File: config.mk
export PLATFORM = sky130hd
export DESIGN_NAME = fft_frame_arbiter_flat
export DESIGN_NICKNAME = d
export VERILOG_FILES = /design/src/rtl/fft_frame_arbiter_if.sv /design/src/rtl/fft_frame_arbiter.sv /design/src/flat_wrapper.sv
export SDC_FILE = /design/constraint.sdc
export NUM_CORES = 1
export LEC_CHECK = 0
export BUFFER_PORTS_ARGS = -buffer_cell sky130_fd_sc_hd__buf_2
export CORE_MARGIN = 3
export CORE_UTILIZATION = 45
export DETAILED_ROUTE_END_ITERATION = 7
export PLACE_DENSITY = 0.74
export SLEW_MARGIN = 20
export SYNTH_ARGS = -nofsm -noshare
export SYNTH_HDL_FRONTEND = slang
export SYNTH_SLANG_ARGS = --single-unit
export TNS_END_PERCENT = 20
File: constraint.sdc
create_clock -name clock -period 2 [get_ports clock]
set_clock_uncertainty 0.15 [all_clocks]
set_input_delay 0.1 -clock clock [delete_from_list [all_inputs] [get_ports clock]]
set_output_delay 0.1 -clock clock [all_outputs]
set_load 0.02 [all_outputs]
File: src/rtl/fft_frame_arbiter_if.sv
// Signal bundle between fft_frame_arbiter and the input FIFOs, the FFT engine
// and the result FIFOs. The arbiter side is the master modport.
interface fft_frame_arbiter_if #(
  parameter int CNT_W = 7
);
  logic             start;
  logic [CNT_W-1:0] usedw1a;
  logic [CNT_W-1:0] usedw1b;
  logic             empty1a;
  logic             empty1b;
  logic [CNT_W-1:0] usedw2Re;
  logic [CNT_W-1:0] usedw4a;
  logic             full2Re;
  logic             full4a;
  logic             fft_valid_out;
  logic             rdreq1a;
  logic             rdreq1b;
  logic             selmuxFIFO;
  logic             selmuxFFT;
  logic             fft_enable;
  logic             fft_sop;
  logic             fft_eop;
  logic             wrreq2;
  logic             wrreq4a;
  logic             busy;
  logic             frame_done;
  logic             err;

  modport master (
    input  start, usedw1a, usedw1b, empty1a, empty1b,
           usedw2Re, usedw4a, full2Re, full4a, fft_valid_out,
    output rdreq1a, rdreq1b, selmuxFIFO, selmuxFFT, fft_enable, fft_sop,
           fft_eop, wrreq2, wrreq4a, busy, frame_done, err
  );

  modport slave (
    output start, usedw1a, usedw1b, empty1a, empty1b,
           usedw2Re, usedw4a, full2Re, full4a, fft_valid_out,
    input  rdreq1a, rdreq1b, selmuxFIFO, selmuxFFT, fft_enable, fft_sop,
           fft_eop, wrreq2, wrreq4a, busy, frame_done, err
  );
endinterface

File: src/rtl/fft_frame_arbiter.sv
// Whole-frame arbiter sharing one FFT between input FIFOs 1a/1b and routing results
// to 2Re/4a. Optional drain watchdog: define FFT_ARB_WATCHDOG_EN.
module fft_frame_arbiter #(
  parameter int FRAME_LEN = 64,
  parameter int CNT_W     = 7,
  parameter int DEPTH     = 128,
  parameter int TIMEOUT   = 255
) (
  input  logic                clock,
  input  logic                reset,
  fft_frame_arbiter_if.master bus
);

  typedef enum logic [2:0] {IDLE, ARB, LOAD, DRAIN, DONE} state_t;

  localparam logic [CNT_W:0]   FILL_MIN = (CNT_W+1)'(FRAME_LEN);
  localparam logic [CNT_W:0]   ROOM_MAX = (CNT_W+1)'(DEPTH - FRAME_LEN);
  localparam logic [CNT_W-1:0] LAST_IDX = CNT_W'(FRAME_LEN - 1);

  if (FRAME_LEN < 1 || FRAME_LEN >= (1 << CNT_W) || DEPTH < FRAME_LEN ||
      TIMEOUT >= (1 << (CNT_W + 1))) begin : g_param_check
    $error("fft_frame_arbiter: parameter out of range for CNT_W");
  end

  state_t           state, state_nx;
  logic             grant;       // 0 = channel a (1a -> 2Re), 1 = channel b (1b -> 4a)
  logic             last_grant;
  logic [CNT_W-1:0] rd_cnt;
  logic [CNT_W-1:0] wr_cnt;
  logic             elig_a, elig_b, any_elig, arb_pick;
  logic             rd_fire, wr_fire, wd_trip;
  logic             enable_q, sop_q, eop_q;

  // Zero-extend fills so the room limit (DEPTH-FRAME_LEN) can never wrap.
  assign elig_a = ({1'b0, bus.usedw1a} >= FILL_MIN) && !bus.empty1a &&
                  ({1'b0, bus.usedw2Re} <= ROOM_MAX) && !bus.full2Re;
  assign elig_b = ({1'b0, bus.usedw1b} >= FILL_MIN) && !bus.empty1b &&
                  ({1'b0, bus.usedw4a} <= ROOM_MAX) && !bus.full4a;
  assign any_elig = elig_a || elig_b;
  assign arb_pick = (elig_a && elig_b) ? ~last_grant : elig_b;

  always_comb begin
    // NOTE: defaults first, so no branch of the case below can infer a latch.
    state_nx       = state;
    rd_fire        = 1'b0;
    wr_fire        = 1'b0;
    bus.frame_done = 1'b0;
    case (state)
      IDLE:  if (bus.start && any_elig) state_nx = ARB;
      ARB:   state_nx = any_elig ? LOAD : IDLE;
      LOAD: begin
        rd_fire = grant ? !bus.empty1b : !bus.empty1a;
        if (rd_fire && rd_cnt == LAST_IDX) state_nx = DRAIN;
      end
      DRAIN: begin
        wr_fire = bus.fft_valid_out;
        if (wd_trip) begin
          bus.frame_done = 1'b1;
          state_nx       = IDLE;
        end else if (wr_fire && wr_cnt == LAST_IDX) begin
          state_nx = DONE;
        end
      end
      DONE: begin
        bus.frame_done = 1'b1;
        state_nx       = (bus.start && any_elig) ? ARB : IDLE;
      end
      default: state_nx = IDLE;
    endcase
  end

  // NOTE: all state updates use non-blocking assignments so every register samples pre-edge values.
  always_ff @(posedge clock or negedge reset) begin
    if (!reset) begin
      state      <= IDLE;
      grant      <= 1'b0;
      last_grant <= 1'b1;
      rd_cnt     <= '0;
      wr_cnt     <= '0;
      enable_q   <= 1'b0;
      sop_q      <= 1'b0;
      eop_q      <= 1'b0;
    end else begin
      state <= state_nx;
      if (state == ARB && any_elig) begin
        grant      <= arb_pick;
        last_grant <= arb_pick;
        rd_cnt     <= '0;
        wr_cnt     <= '0;
      end
      if (rd_fire) rd_cnt <= rd_cnt + 1'b1;
      if (wr_fire) wr_cnt <= wr_cnt + 1'b1;
      // FIFO data appears one clock after rdreq, so the FFT strobes trail it by one.
      enable_q <= rd_fire;
      sop_q    <= rd_fire && (rd_cnt == '0);
      eop_q    <= rd_fire && (rd_cnt == LAST_IDX);
    end
  end

`ifdef FFT_ARB_WATCHDOG_EN
  localparam logic [CNT_W:0] WD_LIMIT = (CNT_W+1)'(TIMEOUT);

  logic [CNT_W:0] idle_cnt;
  logic           err_q;

  assign wd_trip = (state == DRAIN) && (idle_cnt == WD_LIMIT);

  always_ff @(posedge clock or negedge reset) begin
    if (!reset) begin
      idle_cnt <= '0;
      err_q    <= 1'b0;
    end else begin
      if (state != DRAIN || bus.fft_valid_out) idle_cnt <= '0;
      else                                     idle_cnt <= idle_cnt + 1'b1;
      if (wd_trip) err_q <= 1'b1;
    end
  end

  assign bus.err = err_q;
`else
  assign wd_trip = 1'b0;
  assign bus.err = 1'b0;
`endif

  assign bus.rdreq1a    = rd_fire && !grant;
  assign bus.rdreq1b    = rd_fire &&  grant;
  assign bus.wrreq2     = wr_fire && !grant;
  assign bus.wrreq4a    = wr_fire &&  grant;
  assign bus.selmuxFIFO = grant;
  assign bus.selmuxFFT  = grant;
  assign bus.fft_enable = enable_q;
  assign bus.fft_sop    = sop_q;
  assign bus.fft_eop    = eop_q;
  assign bus.busy       = (state != IDLE);

endmodule

File: src/flat_wrapper.sv
// flat-port wrapper written by rule: the top's interface ports become plain ports
module fft_frame_arbiter_flat 
#(
  parameter int FRAME_LEN = 64,
  parameter int CNT_W     = 7,
  parameter int DEPTH     = 128,
  parameter int TIMEOUT   = 255
)
  (clock, reset, bus_start, bus_usedw1a, bus_usedw1b, bus_empty1a, bus_empty1b, bus_usedw2Re, bus_usedw4a, bus_full2Re, bus_full4a, bus_fft_valid_out, bus_rdreq1a, bus_rdreq1b, bus_selmuxFIFO, bus_selmuxFFT, bus_fft_enable, bus_fft_sop, bus_fft_eop, bus_wrreq2, bus_wrreq4a, bus_busy, bus_frame_done, bus_err);
  fft_frame_arbiter_if #(.CNT_W(CNT_W)) bus_i ();
  input  logic clock;
  input  logic reset;
  input wire logic [$bits(bus_i.start)-1:0] bus_start;
  input wire logic [$bits(bus_i.usedw1a)-1:0] bus_usedw1a;
  input wire logic [$bits(bus_i.usedw1b)-1:0] bus_usedw1b;
  input wire logic [$bits(bus_i.empty1a)-1:0] bus_empty1a;
  input wire logic [$bits(bus_i.empty1b)-1:0] bus_empty1b;
  input wire logic [$bits(bus_i.usedw2Re)-1:0] bus_usedw2Re;
  input wire logic [$bits(bus_i.usedw4a)-1:0] bus_usedw4a;
  input wire logic [$bits(bus_i.full2Re)-1:0] bus_full2Re;
  input wire logic [$bits(bus_i.full4a)-1:0] bus_full4a;
  input wire logic [$bits(bus_i.fft_valid_out)-1:0] bus_fft_valid_out;
  output wire logic [$bits(bus_i.rdreq1a)-1:0] bus_rdreq1a;
  output wire logic [$bits(bus_i.rdreq1b)-1:0] bus_rdreq1b;
  output wire logic [$bits(bus_i.selmuxFIFO)-1:0] bus_selmuxFIFO;
  output wire logic [$bits(bus_i.selmuxFFT)-1:0] bus_selmuxFFT;
  output wire logic [$bits(bus_i.fft_enable)-1:0] bus_fft_enable;
  output wire logic [$bits(bus_i.fft_sop)-1:0] bus_fft_sop;
  output wire logic [$bits(bus_i.fft_eop)-1:0] bus_fft_eop;
  output wire logic [$bits(bus_i.wrreq2)-1:0] bus_wrreq2;
  output wire logic [$bits(bus_i.wrreq4a)-1:0] bus_wrreq4a;
  output wire logic [$bits(bus_i.busy)-1:0] bus_busy;
  output wire logic [$bits(bus_i.frame_done)-1:0] bus_frame_done;
  output wire logic [$bits(bus_i.err)-1:0] bus_err;
  assign bus_i.start = bus_start;
  assign bus_i.usedw1a = bus_usedw1a;
  assign bus_i.usedw1b = bus_usedw1b;
  assign bus_i.empty1a = bus_empty1a;
  assign bus_i.empty1b = bus_empty1b;
  assign bus_i.usedw2Re = bus_usedw2Re;
  assign bus_i.usedw4a = bus_usedw4a;
  assign bus_i.full2Re = bus_full2Re;
  assign bus_i.full4a = bus_full4a;
  assign bus_i.fft_valid_out = bus_fft_valid_out;
  assign bus_rdreq1a = bus_i.rdreq1a;
  assign bus_rdreq1b = bus_i.rdreq1b;
  assign bus_selmuxFIFO = bus_i.selmuxFIFO;
  assign bus_selmuxFFT = bus_i.selmuxFFT;
  assign bus_fft_enable = bus_i.fft_enable;
  assign bus_fft_sop = bus_i.fft_sop;
  assign bus_fft_eop = bus_i.fft_eop;
  assign bus_wrreq2 = bus_i.wrreq2;
  assign bus_wrreq4a = bus_i.wrreq4a;
  assign bus_busy = bus_i.busy;
  assign bus_frame_done = bus_i.frame_done;
  assign bus_err = bus_i.err;
  fft_frame_arbiter #(.FRAME_LEN(FRAME_LEN), .CNT_W(CNT_W), .DEPTH(DEPTH), .TIMEOUT(TIMEOUT)) u_core (.clock(clock), .reset(reset), .bus(bus_i));
endmodule
==> results.md <==
* Run status: complete, no violations
* Grt total ovfl at 0
* Hold Startpoint: bus_empty1b
* Clk_lat worst skew at 0.31 ns
* Power Internal at 0.932 mW
* Drt via density at 5.47
* Hold_ws at 0.0670 ns
* Power Density at 916 nW/um2
* H-tree depth at 1
* CTS tree: done
* WS Path Type: reg -> out
* VDD IR-drop max at 452 uV
* # Post-CTS Setup Buffers at 0
* IO Port Bufs at 34
* Syn Nets at 175
* Ys async rst share at between 90% and 100%
* CTS root buf: clkbuf_4
* Sequential area share after synthesis at 44.1%
* Worst setup margin at between 0.07 and 0.08 ns
* I/O Pins at 48
* Synth Register Bits at 22
* Worst Tran Pin Value at 0.500 ns
* CP max FO at 6
* Final ANT Viol Nets at 0
* P_sw at 0.490 mW
* Worst hold path type: in -> reg
* Leakage at 0.758 nW
* Worst setup EP type: output port
* Final setup viols at 0
* Distinct cells, synth at 38
* Max_slew headroom at 66.7%
* Final worst-path cycle share at 96.2%
* Reg clk slew, reported paths at 0.12 ns
* Die H at 58.8 um
* Syn Std Cell Area at 1250 um2
* Power consumption at ~1.4 mW
* Logic gate share of total power at 29.2%
* Clock Tree Buf Depth at 2
* Critical-path top delay cell: dfrtp_1
* Hold depth at 3
* Post-synth top area share at 42.0%
* Fin util at 60.5%
* Total GRT Usage at 18.0%
* Die width at between 50 and 60 um
* N_diodes at 0
* DPL Wire Length at 2.18 mm
* Place WS at 0.0463 ns
* Setup slack, reg-to-reg at 0.11 ns
* Most frequent cell after synthesis: dfrtp_1
* Worst r2r path cells at 6
* DR pass1 iterations at 6
* Slew Viols, Final at 0
* CP Cell Sequence: buf_4 -> nor2b_1 -> and3_2 -> and2_1 -> buf_2
* Global-route wire length before repair at 4.74 mm
* Highest Clock Rate at roughly 0.52 GHz
* Via count at ~1,100
* FF-to-FF End: u_core.rd_cnt[4]$_DFFE_PN0P_
* Largest net degree at the start of global routing at 23
* RR Startpoint: u_core.state[1]$_DFFE_PN0P_
* Total die area at 3450 um2
* CP Launch Type: register
* Unrepaired setup endpoints after global routing: yes
* Final cell count without fillers at 207
* CP arrival at roughly 1.7 ns
* Hold Fails Final Rpt at 0
* Initial Util at 48.8%
* Syn. warnings at 0
* Routed len/inst at 13.7 um
* Placed cell count at 201
* Clk pwr share at 24.1%
* CP peak stage delay at approximately 0.4 ns
* Post-synth top cells: dfrtp_1 (21), nand2_1 (18), nor2_1 (14)
* Share of layout cells above drive strength 1 at 31.6%
* Core area at 2570 um2
* Number of flops mapped to enable cells by yosys at 0
* Cell taking the most area after synthesis: dfrtp_1
* DR iter-0 viols at 35
* Routed WL at 2.84 mm
* Clock buffer count from CTS at 3
* Synth Instances at ~140
* Sw Ratio at between 30% and 40%
* Vias in the first global route at 1,096
* End of the worst hold path: u_core.bus.fft_eop$_DFF_PN0_
* Post-Syn Area per Cell at approximately 9 um2
* Seq pwr share at 46.8%
* TritonCTS Sinks at 22
* Nets at ~220
* Drc violations at 0
* Main synth FF type: dfrtp_1
* Synth area leaders: dfrtp_1 (42%), nand2_1 (5.4%), nand3_1 (5.2%), nor2_1 (4.2%), ha_1 (3.0%)
* Max-cap violation count at 0
* Area grow syn2layout at 24.0%
* Row cnt at 18
* Worst EP required at 1.75 ns
* Final min period at just under 2 ns
* Routability cong. at 0.815
* Antenna violations before repair at 0
## flip-flops by register name, summed over array words and instances, names as in the netlist
register               cells
u_core.state               3
u_core.bus.fft_enable      1
u_core.last_grant          1
u_core.rd_cnt              7
u_core.bus.selmuxFFT       1
u_core.bus.fft_eop         1
u_core.wr_cnt              7
u_core.bus.fft_sop         1
## how the worst max path moves through the flow
stage / slack, ns / end / cells after the start / from
floorplan: 0.19 / u_core.rd_cnt[3]$_DFFE_PN0P_ / 6 / u_core.state[0]$_DFFE_PN0P_
global placement: 0.08 / u_core.wr_cnt[6]$_DFFE_PN0P_ / 6 / bus_usedw4a[0]
detailed placement: 0.05 / u_core.rd_cnt[2]$_DFFE_PN0P_ / 6 / bus_usedw4a[0]
CTS: 0.06 / u_core.state[0]$_DFFE_PN0P_ / 4 / u_core.state[1]$_DFFE_PN0P_
global route: -0.02 / bus_wrreq4a / 5 / u_core.state[2]$_DFFE_PN0P_
finish: 0.08 / bus_wrreq4a / 5 / u_core.state[2]$_DFFE_PN0P_
## through the flow
step	TNS [ns]	area (um2)
after floorplan	0	1250
after global placement	0	1470
after detailed placement	0	1470
after CTS	0	1540
after global routing	-0.0220	1550
final	0	1550
## layout make-up
cell class                      count  area, um2
Clock buffer                        3       22.5
Clock inverter                      1       30.0
Fill cell                         226       1010
Inverter                            4       15.0
Multi-Input combinational cell    105        661
Sequential cell                    22        552
Tap cell                           30       37.5
Timing Repair Buffer               42        235
## worst max-delay path: cells and delay by family (launching register included)
kind,cells,cell delay (ns)
AND/OR/NAND/NOR,3,0.67
flip-flops,1,0.40
buffers and inverters,2,0.29
## routing by layer
metal / share of wire, % / global-route usage [%] / wire length, um / vias to the layer above
li1: - / - / - / 566
met1: 43 / 23.2 / 1220 / 526
met2: 50 / 30.4 / 1430 / 38
met3: 5.7 / 2.85 / 163 / 2
met4: 1.0 / 6.47 / 29 / 0
met5: 0 / 0 / 0 / -
## power groups by stage
stage               combinational, mW  clock (mW)  sequential (mW)
floorplan                       0.295           0            0.659
global placement                0.394           0            0.662
detailed placement              0.412           0            0.668
CTS                             0.416       0.347            0.661
global route                    0.464       0.364            0.686
finish                          0.415       0.343            0.665
## cell usage in the layout, fill, tap and decap left out, drive strengths merged, types with 2 or more instances in the layout
master,n
nor3b,5
nor2b,5
nor4,3
nand3,13
nor3,4
dlygate4sd3,2
o211ai,2
mux2i,3
a31oi,4
nand2,19
or4,2
nor2,14
and3,3
buf,40
and2,2
o21ai,7
clkbuf,3
ha,3
o31ai,2
or3,3
dfrtp,21
a21oi,3
inv,4
## cell families (layout without fill, tap and decap cells)
family	count (synthesis)	count (layout)	share of synthesized area, %
compound gates	23	23	14.1
xor+xnor	1	1	0.699
fa+ha+maj	3	3	3.00
buf+inv	9	50	4.10
flops	22	22	44.1
mux	3	3	2.40
other cells	1	1	0.299
simple gates	74	74	31.4
## repair_timing
item                                    CTS  global route
endpoints found under the setup margin    0             5
hold buffers                              2             0
resized for setup                         0             2
endpoints found under the hold margin    23             0
(Power assumes the default switching activity.)
